File: src/rtl/vga_pkg.sv
// Shared constants and types for the VGA frame-buffer path (QVGA store, VGA scan-out).
package vga_pkg;

   localparam int unsigned H_ACTIVE = 640;
   localparam int unsigned V_ACTIVE = 480;
   localparam int unsigned FB_W     = 320;
   localparam int unsigned FB_H     = 240;
   localparam int unsigned FB_DEPTH = FB_W * FB_H;
   localparam int unsigned ADDR_W   = 17;
   localparam int unsigned DATA_W   = 12;

   typedef struct packed {
      logic [3:0] r;
      logic [3:0] g;
      logic [3:0] b;
   } rgb12_t;

   typedef enum logic [1:0] {SLOT_RD, SLOT_1, SLOT_2, SLOT_3} slot_t;

   function automatic logic fb_addr_ok(input logic [ADDR_W-1:0] addr);
      return addr < ADDR_W'(FB_DEPTH);
   endfunction

endpackage

File: src/rtl/vga_fb_arbiter_if.sv
// Write-requester handshake and frame-buffer RAM bus of the VGA arbiter.
interface vga_fb_arbiter_if;
   import vga_pkg::*;

   logic              wr_req;
   logic [ADDR_W-1:0] wr_addr;
   logic [DATA_W-1:0] wr_data;
   logic              wr_ack;
   logic              wr_oob;
   logic              ram_en;
   logic              ram_we;
   logic [ADDR_W-1:0] ram_addr;
   logic [DATA_W-1:0] ram_wdata;
   logic [DATA_W-1:0] ram_rdata;

   // Arbiter side.
   modport master (
      input  wr_req, wr_addr, wr_data, ram_rdata,
      output wr_ack, wr_oob, ram_en, ram_we, ram_addr, ram_wdata
   );

   // Requester / RAM side.
   modport slave (
      output wr_req, wr_addr, wr_data, ram_rdata,
      input  wr_ack, wr_oob, ram_en, ram_we, ram_addr, ram_wdata
   );

endinterface

File: src/rtl/vga_fb_addr.sv
// QVGA frame-buffer address from a VGA coordinate: (y>>1)*FB_W + (x>>1).
module vga_fb_addr
   import vga_pkg::*;
(
   input  logic [9:0]        x,
   input  logic [9:0]        y,
   output logic [ADDR_W-1:0] addr
);

   logic [8:0] qx;
   logic [8:0] qy;
   logic       unused_lsb;

   // Shift-add form of qy*320 = qy*256 + qy*64.
   always_comb begin
      qx   = x[9:1];
      qy   = y[9:1];
      addr = ADDR_W'({qy, 8'b0}) + ADDR_W'({qy, 6'b0}) + ADDR_W'(qx);
   end

   // Pixel doubling discards the coordinate LSBs.
   assign unused_lsb = x[0] ^ y[0];

endmodule

File: src/rtl/vga_fb_arbiter.sv
// Frame-buffer arbiter and pixel sequencer: 4-cycle pixel slots, display read in slot 0.
// Optional VGA_FB_BORDER_EN forces a white one-pixel frame around the active area.
module vga_fb_arbiter
   import vga_pkg::*;
(
   input  logic             clk,
   input  logic             reset,
   input  logic [9:0]       x_pixel,
   input  logic [9:0]       y_pixel,
   input  logic             de,
   input  logic             h_sync_in,
   input  logic             v_sync_in,
   output logic             pix_tick,
   output logic             h_sync,
   output logic             v_sync,
   output logic [3:0]       r_port,
   output logic [3:0]       g_port,
   output logic [3:0]       b_port,
   vga_fb_arbiter_if.master bus
);

   slot_t             slot_q, slot_d;
   logic              pix_tick_q;
   logic              de_q;
   rgb12_t            pix_q, pix_d;
   logic [1:0]        hs_q, vs_q;
   logic              oob_q, oob_d;
   logic [ADDR_W-1:0] rd_addr;
   logic              rd_cycle;
   logic              grant;
   logic              wr_in_range;
   logic              border;

   vga_fb_addr u_addr (
      .x    (x_pixel),
      .y    (y_pixel),
      .addr (rd_addr)
   );

`ifdef VGA_FB_BORDER_EN
   assign border = (x_pixel == 10'd0) || (x_pixel == 10'(H_ACTIVE - 1)) ||
                   (y_pixel == 10'd0) || (y_pixel == 10'(V_ACTIVE - 1));
`else
   assign border = 1'b0;
`endif

   always_ff @(posedge clk or negedge reset) begin
      if (!reset) begin
         slot_q     <= SLOT_RD;
         pix_tick_q <= 1'b0;
         de_q       <= 1'b0;
         pix_q      <= '0;
         hs_q       <= '0;
         vs_q       <= '0;
         oob_q      <= 1'b0;
      end else begin
         slot_q     <= slot_d;
         pix_tick_q <= (slot_d == SLOT_3);
         if (slot_q == SLOT_RD) de_q <= de;
         pix_q      <= pix_d;
         hs_q       <= {hs_q[0], h_sync_in};
         vs_q       <= {vs_q[0], v_sync_in};
         oob_q      <= oob_d;
      end
   end

   always_comb begin
      slot_d      = slot_t'(slot_q + 2'd1);
      // Gating with reset keeps a request presented during reset from reaching the RAM.
      rd_cycle    = reset && (slot_q == SLOT_RD) && de;
      grant       = reset && bus.wr_req && !rd_cycle;
      wr_in_range = fb_addr_ok(bus.wr_addr);

      pix_d = pix_q;
      if (slot_q == SLOT_1) begin
         if (!de_q)       pix_d = '0;
         else if (border) pix_d = '1;
         else             pix_d = rgb12_t'(bus.ram_rdata);
      end

      oob_d = oob_q | (grant & ~wr_in_range);

      bus.wr_ack    = grant;
      bus.ram_en    = 1'b0;
      bus.ram_we    = 1'b0;
      bus.ram_addr  = '0;
      bus.ram_wdata = '0;
      if (rd_cycle) begin
         bus.ram_en   = 1'b1;
         bus.ram_addr = rd_addr;
      end else if (grant && wr_in_range) begin
         bus.ram_en    = 1'b1;
         bus.ram_we    = 1'b1;
         bus.ram_addr  = bus.wr_addr;
         bus.ram_wdata = bus.wr_data;
      end
   end

   assign pix_tick   = pix_tick_q;
   assign h_sync     = hs_q[1];
   assign v_sync     = vs_q[1];
   assign r_port     = pix_q.r;
   assign g_port     = pix_q.g;
   assign b_port     = pix_q.b;
   assign bus.wr_oob = oob_q;

endmodule

File: src/flat_wrapper.sv
// flat-port wrapper written by rule: the top's interface ports become plain ports
module vga_fb_arbiter_flat import vga_pkg::*;
  (clk, reset, x_pixel, y_pixel, de, h_sync_in, v_sync_in, pix_tick, h_sync, v_sync, r_port, g_port, b_port, bus_wr_req, bus_wr_addr, bus_wr_data, bus_ram_rdata, bus_wr_ack, bus_wr_oob, bus_ram_en, bus_ram_we, bus_ram_addr, bus_ram_wdata);
  vga_fb_arbiter_if bus_i ();
  input  logic clk;
  input  logic reset;
  input  logic [9:0] x_pixel;
  input  logic [9:0] y_pixel;
  input  logic de;
  input  logic h_sync_in;
  input  logic v_sync_in;
  output logic pix_tick;
  output logic h_sync;
  output logic v_sync;
  output logic [3:0] r_port;
  output logic [3:0] g_port;
  output logic [3:0] b_port;
  input wire logic [$bits(bus_i.wr_req)-1:0] bus_wr_req;
  input wire logic [$bits(bus_i.wr_addr)-1:0] bus_wr_addr;
  input wire logic [$bits(bus_i.wr_data)-1:0] bus_wr_data;
  input wire logic [$bits(bus_i.ram_rdata)-1:0] bus_ram_rdata;
  output wire logic [$bits(bus_i.wr_ack)-1:0] bus_wr_ack;
  output wire logic [$bits(bus_i.wr_oob)-1:0] bus_wr_oob;
  output wire logic [$bits(bus_i.ram_en)-1:0] bus_ram_en;
  output wire logic [$bits(bus_i.ram_we)-1:0] bus_ram_we;
  output wire logic [$bits(bus_i.ram_addr)-1:0] bus_ram_addr;
  output wire logic [$bits(bus_i.ram_wdata)-1:0] bus_ram_wdata;
  assign bus_i.wr_req = bus_wr_req;
  assign bus_i.wr_addr = bus_wr_addr;
  assign bus_i.wr_data = bus_wr_data;
  assign bus_i.ram_rdata = bus_ram_rdata;
  assign bus_wr_ack = bus_i.wr_ack;
  assign bus_wr_oob = bus_i.wr_oob;
  assign bus_ram_en = bus_i.ram_en;
  assign bus_ram_we = bus_i.ram_we;
  assign bus_ram_addr = bus_i.ram_addr;
  assign bus_ram_wdata = bus_i.ram_wdata;
  vga_fb_arbiter u_core (.clk(clk), .reset(reset), .x_pixel(x_pixel), .y_pixel(y_pixel), .de(de), .h_sync_in(h_sync_in), .v_sync_in(v_sync_in), .pix_tick(pix_tick), .h_sync(h_sync), .v_sync(v_sync), .r_port(r_port), .g_port(g_port), .b_port(b_port), .bus(bus_i));
endmodule
File: config.mk
export PLATFORM = sky130hd
export DESIGN_NAME = vga_fb_arbiter_flat
export DESIGN_NICKNAME = d
export VERILOG_FILES = /design/src/rtl/vga_pkg.sv /design/src/rtl/vga_fb_arbiter_if.sv /design/src/rtl/vga_fb_addr.sv /design/src/rtl/vga_fb_arbiter.sv /design/src/flat_wrapper.sv
export SDC_FILE = /design/constraint.sdc
export NUM_CORES = 1
export LEC_CHECK = 0
export BUFFER_PORTS_ARGS = -buffer_cell sky130_fd_sc_hd__buf_2
export CORE_ASPECT_RATIO = 0.5
export CORE_MARGIN = 2
export CORE_UTILIZATION = 30
export CTS_CLUSTER_SIZE = 10
export DETAILED_ROUTE_END_ITERATION = 8
export MAX_ROUTING_LAYER = met4
export PLACE_DENSITY = 0.7
export SYNTH_ARGS = -nofsm -noshare
export SYNTH_HDL_FRONTEND = slang
export SYNTH_SLANG_ARGS = --single-unit
File: constraint.sdc
create_clock -name clk -period 2.4 [get_ports clk]
set_input_delay 0.36 -clock clk [delete_from_list [all_inputs] [get_ports clk]]
set_output_delay 0.36 -clock clk [all_outputs]
set_load 0.03 [all_outputs]
Yosys cells after proc, flatten, opt, wreduce, memory -nomap -nowiden
Index checks and enable logic that the tools add are counted.

Register bits after elaboration: 21. Latch bits: 0. Memory bits (writable): 0. Bits in read-only memories: 0. Input port bits: 67. Output and inout bits: 48. Logic and storage cells: 33. Memories: 0.

Add/subtract/negate cells: 3. Multiply operators: 0. Divide/modulo/power cells: 0. Magnitude comparators: 1. Eq/ne operators: 2. Shifts and indexed selects: 0. Muxes and demuxes: 8. Bitwise gates (word level): 3. Reductions and logical operators: 7.

Operators with widths (number): 12-bit 2-to-1 mux (3); 17-bit 2-to-1 mux (2); 17-bit by 15-bit adder with 17-bit output (1); 17-bit by 9-bit adder with 17-bit output (1); 17-bit < comparator, second input constant (1); 1-bit logical AND (5); 1-bit 2-to-1 mux (3); 2-bit by 1-bit adder with 2-bit output, second input constant (1); 2-bit by 1-bit equality test with 1-bit output, second input constant (1); 2-bit equality test, second input constant (1); 2-bit zero test (1); 1-bit bitwise AND (1); 1-bit zero test (1); 1-bit NOT (1); 1-bit OR (1).

Depth between registers and ports, before layout
Gate-level depths: netlist (run 1).

Depth after elaboration: 8. Depth in mapped cells: 9. Depth with buffers taken out: 9.

Hierarchy
Synthesis (run 1) repeated with hierarchy kept, for this count alone.

Cell total of the unflattened synthesis: 223. Area total of the unflattened synthesis: 1819.2 um^2.

Modules (own cells, without submodules): vga_fb_arbiter (instances 1, cells each 156, area each 1242.4 um^2, seq. area each 525.5 um^2); vga_fb_addr (instances 1, cells each 67, area each 576.8 um^2, seq. area each 0.0 um^2).

Worst setup path before layout (run 1)
No wires, ideal clock.

Path kind: in2out. From: input port x_pixel[9]. To: output port bus_ram_addr[14]. Data arrival time: 2654 ps. Data required time: 2040 ps. Slack: -614 ps. Stages on the path: 9. Path buffers: 0. Cell sequence: inv_1 -> fa_1 -> inv_1 -> ha_1 -> a211oi_1 -> nor2_1 -> o221ai_1 -> xor2_1 -> o21ai_0.

Longest elaborated chain between the ends: 2.

RTL lines: start, declared (RTL line flat_wrapper.sv:7) `input logic [9:0] x_pixel;`; 17-bit by 9-bit adder with 17-bit output (RTL line vga_fb_addr.sv:18) `addr = ADDR_W'({qy, 8'b0}) + ADDR_W'({qy, 6'b0}) + ADDR_W'(qx);`; 17-bit 2-to-1 mux (RTL line vga_fb_arbiter.sv:88) `if (rd_cycle) begin`; end, declared (RTL line flat_wrapper.sv:26) `output wire logic [$bits(bus_i.ram_addr)-1:0] bus_ram_addr;`.

No other way between the ends.

Worst setup path after layout (run 1)
From: input port y_pixel[3]. To: output port bus_ram_addr[15].

Longest elaborated chain between the ends: 3.

RTL lines: start, declared (RTL line flat_wrapper.sv:8) `input logic [9:0] y_pixel;`; 17-bit by 15-bit adder with 17-bit output (RTL line vga_fb_addr.sv:18); 17-bit by 9-bit adder with 17-bit output (RTL line vga_fb_addr.sv:18); 17-bit 2-to-1 mux (RTL line vga_fb_arbiter.sv:88).

No other way between the ends.

==> out/results.tsv, run 1 <==
stage	metric	value	unit
detailed_routing	Vias	1796	
power_and_ir_drop	leakage power	0.00146	uW
cells_and_area	FF+latch area	526	um2
yosys	synthesis-stage register bit count	21	
yosys	main flop type after synthesis	dfrtp_1	
timing	Worst slew margin	53.1	%
yosys	Avg Inst Size Synth	8.95	um2
job	max-cap viol count	0	
timing	Slew Viols, Final	0	
placement	routability cong.	0.816	
cells_and_area	final-stage net count	402	
power_and_ir_drop	Worst IR Drop VDD	0.322	mV
setup_path	crit-path cells	buf_8, inv_8, fa_2, fa_2, nand2b_4, a21oi_4, o211a_1, or3_1, a32o_2, buf_6	
yosys	sequential share of the synthesized area	33.2	%
setup_path	Crit Path Category	primary input to output pin	
timing	final hold viol count	0	
timing	Worst Tran Pin Value	0.703	ns
placement	Detail Placement HPWL	3.97	mm
timing	RSZ-0062 raised after global routing	true	
setup_path	CP max-delay cell	fa_2	
power_and_ir_drop	Tot Pwr	1060	uW
floorplan	Initial Util	31.7	%
detailed_routing	initial drt markers	51	
detailed_routing	Detailed Routing Iterations Pass 1	4	
detailed_routing	DRC violations left	0	
yosys	Synth top cells by count	23 x inv_1, 22 x o21ai_0, 21 x dfrtp_1, 20 x ha_1, 13 x nand3_1	
clock_network	CTS buffer count	3	
yosys	Mapped Nets	266	
floorplan	die extent in y	55.4	um
cells_and_area	fraction of layout cells with a size suffix above 1	55.8	%
floorplan	die area	5910	um2
timing	Setup WS post-layout	-0.360	ns
power_and_ir_drop	Clk network pwr share	20.7	%
yosys	Synth area leaders	dfrtp_1 33%, ha_1 16%, o21ai_0 7.0%	
detailed_routing	met2 wire length	2.59	mm
setup_path	Worst path max stage delay	0.58	ns
timing	skew final	0.00219	ns
power_and_ir_drop	Seq pwr share	35.8	%
placement	dpl cells	373	
yosys	leading area contributor after synthesis	dfrtp_1	
setup_path	top cell family by delay on the critical path	adder cells	
setup_path	Reg2Reg Setup Slack	0.94	ns
yosys	post-synth top area share	33.2	%
outcome	failing checks	setup timing	
clock_network	Clock Path Buffers	2	
detailed_routing	via/cell ratio	4.70	
power_and_ir_drop	internal power	704	uW
clock_network	CTS Sinks	21	
global_routing	GR Overflow Total	0	
timing	period utilisation layout	115	%
floorplan	Top Ports	115	
worst_hold_path	worst hold-check path type	primary input to async pin	
yosys	Mapped Cells	177	
yosys	Post-synth EDFFs	0	
placement	PortBufs	112	
timing	Max Fclk	362	MHz
detailed_routing	metal3 WL	280	um
cells_and_area	multi-input combinational cell area	1110	um2
global_routing	GRT Overall Usage	16.4	%
clock_network	CTS tree	done	
timing	Setup TNS Final	-1.92	ns
detailed_routing	Routed WL	4.87	mm
detailed_routing	wire per inst	12.7	um
yosys	Ys Warns	0	
setup_path	crit start category	primary input	
power_and_ir_drop	switching part of the total	33.3	%
clock_network	Clock Latency Late Sink	0.25	ns
setup_path	Worst path most repeated cell	fa_2	
timing	fin crit period	2.76	ns
cells_and_area	cell area after layout	2700	um2
floorplan	Core Box Area	5000	um2
global_routing	largest net degree at the start of global routing	25	
setup_path	crit path capture type	output pin	
cells_and_area	Fill cells	440	
yosys	Synth Cell Area	1580	um2
clock_network	Root Buffer	clkbuf_8	
power_and_ir_drop	Pwr Density	391	nW/um2
timing	Final Setup Violations	8	
yosys	Yosys cell types	36	
detailed_routing	Post-DRT Antenna Nets	0	
clock_network	H-tree depth	1	
cells_and_area	n_diodes	0	
setup_path	Crit path buffers/inverters	3	
setup_path	Max Fanout on Critical Path	3	
setup_path	Worst Path Arrival	2.40	ns
power_and_ir_drop	Comb pwr share	43.5	%
global_routing	initial antenna violation count	0	
setup_path	critical path required time	2.04	ns
yosys	ys async rst share	100	%
clock_network	Reg clk slew, reported paths	0.07	ns
timing	Hold WS	0.0998	ns
yosys	most common cell in the synthesized netlist	inv_1	
detailed_routing	M1 WL	1.97	mm
detailed_routing	Highest Signal Layer	met4	
global_routing	first-pass GRT wire length	7.75	mm
cells_and_area	area grow syn2layout	70.6	%
floorplan	Chip Width	107	um
global_routing	vias in the first global route	1742	
outcome	status	finished, violations left	
power_and_ir_drop	NetSw	352	uW
cells_and_area	Layout Cells excl Fill	382	
placement	placed cell area	2430	um2
floorplan	number of placement rows	18	
[metrics by stage]
step	util, %	worst slack, ns
floorplan	-	-0.131
global placement	48.6	-0.424
detailed placement	48.6	-0.456
CTS	51.7	-0.370
global route	54.1	-0.408
finish	54.1	-0.360
[worst register-to-register path: stages, from the launching register on]
cell and delay (ns):
dfrtp_1 0.40, inv_2 0.09, ha_1 0.61, o21ai_0 0.22
[placed cells by master (no fill, tap or decap), types with 5 or more instances in the layout]
cell type  count
o21ai_0       17
buf_4         22
ha_4           6
and2_1        12
nand2_1        8
inv_1         16
inv_2          5
ha_1          13
buf_6         13
dfrtp_1       21
buf_2        101
nand3_1       13
a22o_1         9
[timing repair]
| item | CTS | global route |
|---|---|---|
| setup endpoints to repair | 8 | 30 |
| pin swaps | 16 | 16 |
| gates cloned | 0 | 0 |
| buffers inserted | 1 | 4 |
| hold endpoints to repair | 5 | 0 |
| resized for setup | 28 | 18 |
| hold buffers | 1 | 0 |
[cell families (layout without fill, tap and decap cells)]
group | Yosys count | in the layout | share of synthesized area (%)
compound gates | 54 | 54 | 23.2
xor+xnor | 3 | 3 | 1.66
fa+ha+maj | 22 | 22 | 18.3
buf+inv | 30 | 165 | 7.66
flops | 21 | 21 | 33.2
simple gates | 47 | 47 | 16.0
[metal layers]
metal,vias to the layer above,global-route usage [%]
li1,894,-
met1,840,17.9
met2,58,31.2
met3,4,3.19
met4,0,2.97
met5,-,-
[final timing paths]
kind / startpoint / to / cells past startpoint
setup / recovery: y_pixel[3] / bus_ram_addr[15] / 10
hold / removal: reset / u_core.g_port[3] / 2
setup reg to reg: u_core.slot_q[1] / u_core.g_port[1] / 3
hold reg to reg: u_core.vs_q[0] / u_core.vs_q[1] / 0
max in group asynchronous: reset / u_core.pix_tick / 2
min in group clk: h_sync_in / u_core.hs_q[0] / 1
[sequential cells by signal (all words and copies together), names as in the netlist]
name / cells
u_core.slot_q: 2
u_core.vs_q: 2
u_core.b_port: 4
u_core.g_port: 4
u_core.hs_q: 2
u_core.de_q: 1
u_core.pix_tick: 1
u_core.bus.wr_oob: 1
u_core.r_port: 4
[area by class of cell]
cell class	instances	area share, %
inverters	23	3.56
well taps	70	3.24
clock buffers	4	1.67
repair buffers	138	31.2
flip-flops and latches	21	19.4
multi-input cells	126	40.9
[power groups by stage]
stage               registers [uW]  logic, uW  clock network (uW)
floorplan                      407        214                   0
global placement               384        397                   0
detailed placement             385        405                   0
CTS                            379        429                 230
global route                   380        502                 243
finish                         379        459                 219
Power figures use the tool's default switching activity.
==> run 2: changes to the inputs <==
--- a/config.mk
+++ b/config.mk
@@ -8,11 +8,11 @@
 export BUFFER_PORTS_ARGS = -buffer_cell sky130_fd_sc_hd__buf_2
 export CORE_ASPECT_RATIO = 0.5
 export CORE_MARGIN = 2
-export CORE_UTILIZATION = 30
+export CORE_UTILIZATION = 37
 export CTS_CLUSTER_SIZE = 10
 export DETAILED_ROUTE_END_ITERATION = 8
 export MAX_ROUTING_LAYER = met4
-export PLACE_DENSITY = 0.7
+export PLACE_DENSITY = 0.82
 export SYNTH_ARGS = -nofsm -noshare
 export SYNTH_HDL_FRONTEND = slang
 export SYNTH_SLANG_ARGS = --single-unit
==> run 2 against run 1 <==
- the run still ends with setup timing left
- design area shrank 1.3%
- setup slack worse by 0.024 ns
- total power rose by 0.84%
- non-clock buffer count shrank 1
- routed wire length rose by 3.0%
- final cell count decreased by 4.5%
- sequential share of layout area grew 0.26 points
- register-to-register slack better by 0.04 ns
- critical path depth unchanged
- sequential cell count did not move
- critical endpoint unchanged
==> out/results.tsv, run 2 (synthesized netlist as in run 1, its figures left out) <==
stage	metric	value	unit
outcome	status	finished, violations left	
outcome	failing checks	setup timing	
cells_and_area	FF+latch area	526	um2
clock_network	CTS buffer count	3	
placement	Detail Placement HPWL	3.99	mm
timing	skew final	0.00399	ns
detailed_routing	DRC violations left	0	
timing	period utilisation layout	116	%
power_and_ir_drop	leakage power	0.00146	uW
setup_path	Worst path max stage delay	0.60	ns
clock_network	CTS tree	done	
power_and_ir_drop	internal power	698	uW
cells_and_area	Fill cells	332	
detailed_routing	Detailed Routing Iterations Pass 1	4	
placement	routability cong.	0.835	
floorplan	Initial Util	39.6	%
cells_and_area	most common cell after layout, fill and taps aside	buf_2	
cells_and_area	multi-input combinational cell area	1100	um2
floorplan	die extent in y	50.3	um
clock_network	Clock Path Buffers	2	
power_and_ir_drop	Comb pwr share	43.4	%
timing	fin crit period	2.78	ns
cells_and_area	n_diodes	0	
detailed_routing	via/cell ratio	4.95	
global_routing	largest net degree at the start of global routing	25	
timing	Slew Viols, Final	0	
placement	PortBufs	112	
cells_and_area	area grow syn2layout	68.4	%
timing	Setup TNS Final	-2.00	ns
floorplan	Core Box Area	4000	um2
cells_and_area	most frequent cells in the layout	100 x buf_2, 22 x buf_4, 21 x dfrtp_1, 17 x o21ai_0, 16 x inv_1	
setup_path	Max Fanout on Critical Path	3	
setup_path	crit-path cells	buf_6, inv_4, fa_2, fa_2, nand2b_4, a21oi_4, o211a_1, or3_1, a32o_2, buf_6	
detailed_routing	Post-DRT Antenna Nets	0	
clock_network	Reg clk slew, reported paths	0.08	ns
timing	final hold viol count	0	
detailed_routing	wire per inst	13.7	um
power_and_ir_drop	Pwr Density	399	nW/um2
global_routing	initial antenna violation count	0	
setup_path	crit path capture type	output pin	
global_routing	GRT Overall Usage	20.4	%
power_and_ir_drop	switching part of the total	34.4	%
cells_and_area	fin util	66.6	%
setup_path	Crit Path Category	primary input to output pin	
job	max-cap viol count	0	
setup_path	CP max-delay cell	fa_2	
power_and_ir_drop	Tot Pwr	1070	uW
floorplan	number of placement rows	16	
global_routing	vias in the first global route	1713	
power_and_ir_drop	Clk network pwr share	21.2	%
timing	Final Setup Violations	8	
floorplan	die area	4850	um2
timing	Worst Tran Pin Value	0.652	ns
cells_and_area	final-stage net count	401	
detailed_routing	Vias	1806	
timing	RSZ-0062 raised after global routing	true	
power_and_ir_drop	NetSw	367	uW
timing	Max Fclk	359	MHz
floorplan	Chip Width	96.5	um
detailed_routing	Routed WL	5.01	mm
setup_path	Worst Path Arrival	2.42	ns
setup_path	crit start category	primary input	
power_and_ir_drop	Worst IR Drop VDD	0.442	mV
global_routing	first-pass GRT wire length	7.51	mm
power_and_ir_drop	Seq pwr share	35.4	%
timing	Setup WS post-layout	-0.385	ns
clock_network	Root Buffer	clkbuf_8	
clock_network	CTS Sinks	21	
worst_hold_path	worst hold-check path type	primary input to async pin	
floorplan	Top Ports	115	
clock_network	Clock Latency Late Sink	0.25	ns
global_routing	GR Overflow Total	0	
cells_and_area	Layout Cells excl Fill	365	
clock_network	H-tree depth	1	
placement	dpl cells	357	
setup_path	critical path required time	2.04	ns
cells_and_area	fraction of layout cells with a size suffix above 1	56.3	%
timing	Worst slew margin	56.5	%
detailed_routing	initial drt markers	40	
==> run 2: worst paths after layout <==
kind                                  start  slack (ns)  cells after the start          endpoint
max in group asynchronous             reset        1.66                      2  u_core.slot_q[1]
setup / recovery                 x_pixel[9]       -0.38                     10  bus_ram_addr[15]
setup reg to reg           u_core.slot_q[1]        0.98                      4  u_core.g_port[1]
hold reg to reg              u_core.vs_q[0]        0.35                      0    u_core.vs_q[1]
hold / removal                        reset        0.08                      2  u_core.b_port[1]
min in group clk                  h_sync_in        0.21                      1    u_core.hs_q[0]
==> run 2: final cells by class <==
| type | instances | share of cell area, % |
|---|---|---|
| clock buffers | 3 | 1.55 |
| inverters | 23 | 3.71 |
| clock inverters | 1 | 0.188 |
| multi-input cells | 126 | 41.2 |
| well taps | 54 | 2.53 |
| repair buffers | 137 | 31.1 |
| flip-flops and latches | 21 | 19.7 |
==> run 2: metrics by stage <==
stage	hold slack [ns]	cell area (um2)	setup slack, ns
after floorplan	0.0644	1660	-0.131
after global placement	0.193	2410	-0.421
after detailed placement	0.203	2410	-0.484
after CTS	0.0861	2590	-0.366
after global routing	0.106	2670	-0.429
final	0.0838	2670	-0.385
==> run 2: worst max-delay path: cells and delay by family <==
family	cells	cell delay (ns)
AO/OA/AOI/OAI	3	0.56
adder cells (fa/ha/maj)	2	0.82
buffers and inverters	3	0.23
AND/OR/NAND/NOR	2	0.44
==> run 2: per-layer routing <==
| metal | share of wire [%] | GRT usage, % | vias to the layer above |
|---|---|---|---|
| li1 | - | - | 894 |
| met1 | 38 | 20.7 | 827 |
| met2 | 54 | 39.9 | 71 |
| met3 | 6.1 | 3.00 | 14 |
| met4 | 2.4 | 7.04 | 0 |
| met5 | 0 | - | - |
==> run 2: what timing repair did <==
action                                 CTS  global route
hold buffers                             1             0
gates resized for setup                 31            15
setup endpoints to repair                8            30
buffers inserted                         2             3
endpoints found under the hold margin    5             0
pin swaps                               16            11
==> run 2: power groups by stage <==
stage	clock (uW)	sequential, uW	combinational, uW
after floorplan	0	407	214
after global routing	251	380	500
after CTS	228	377	438
after detailed placement	0	384	407
after global placement	0	384	394
final	225	377	462
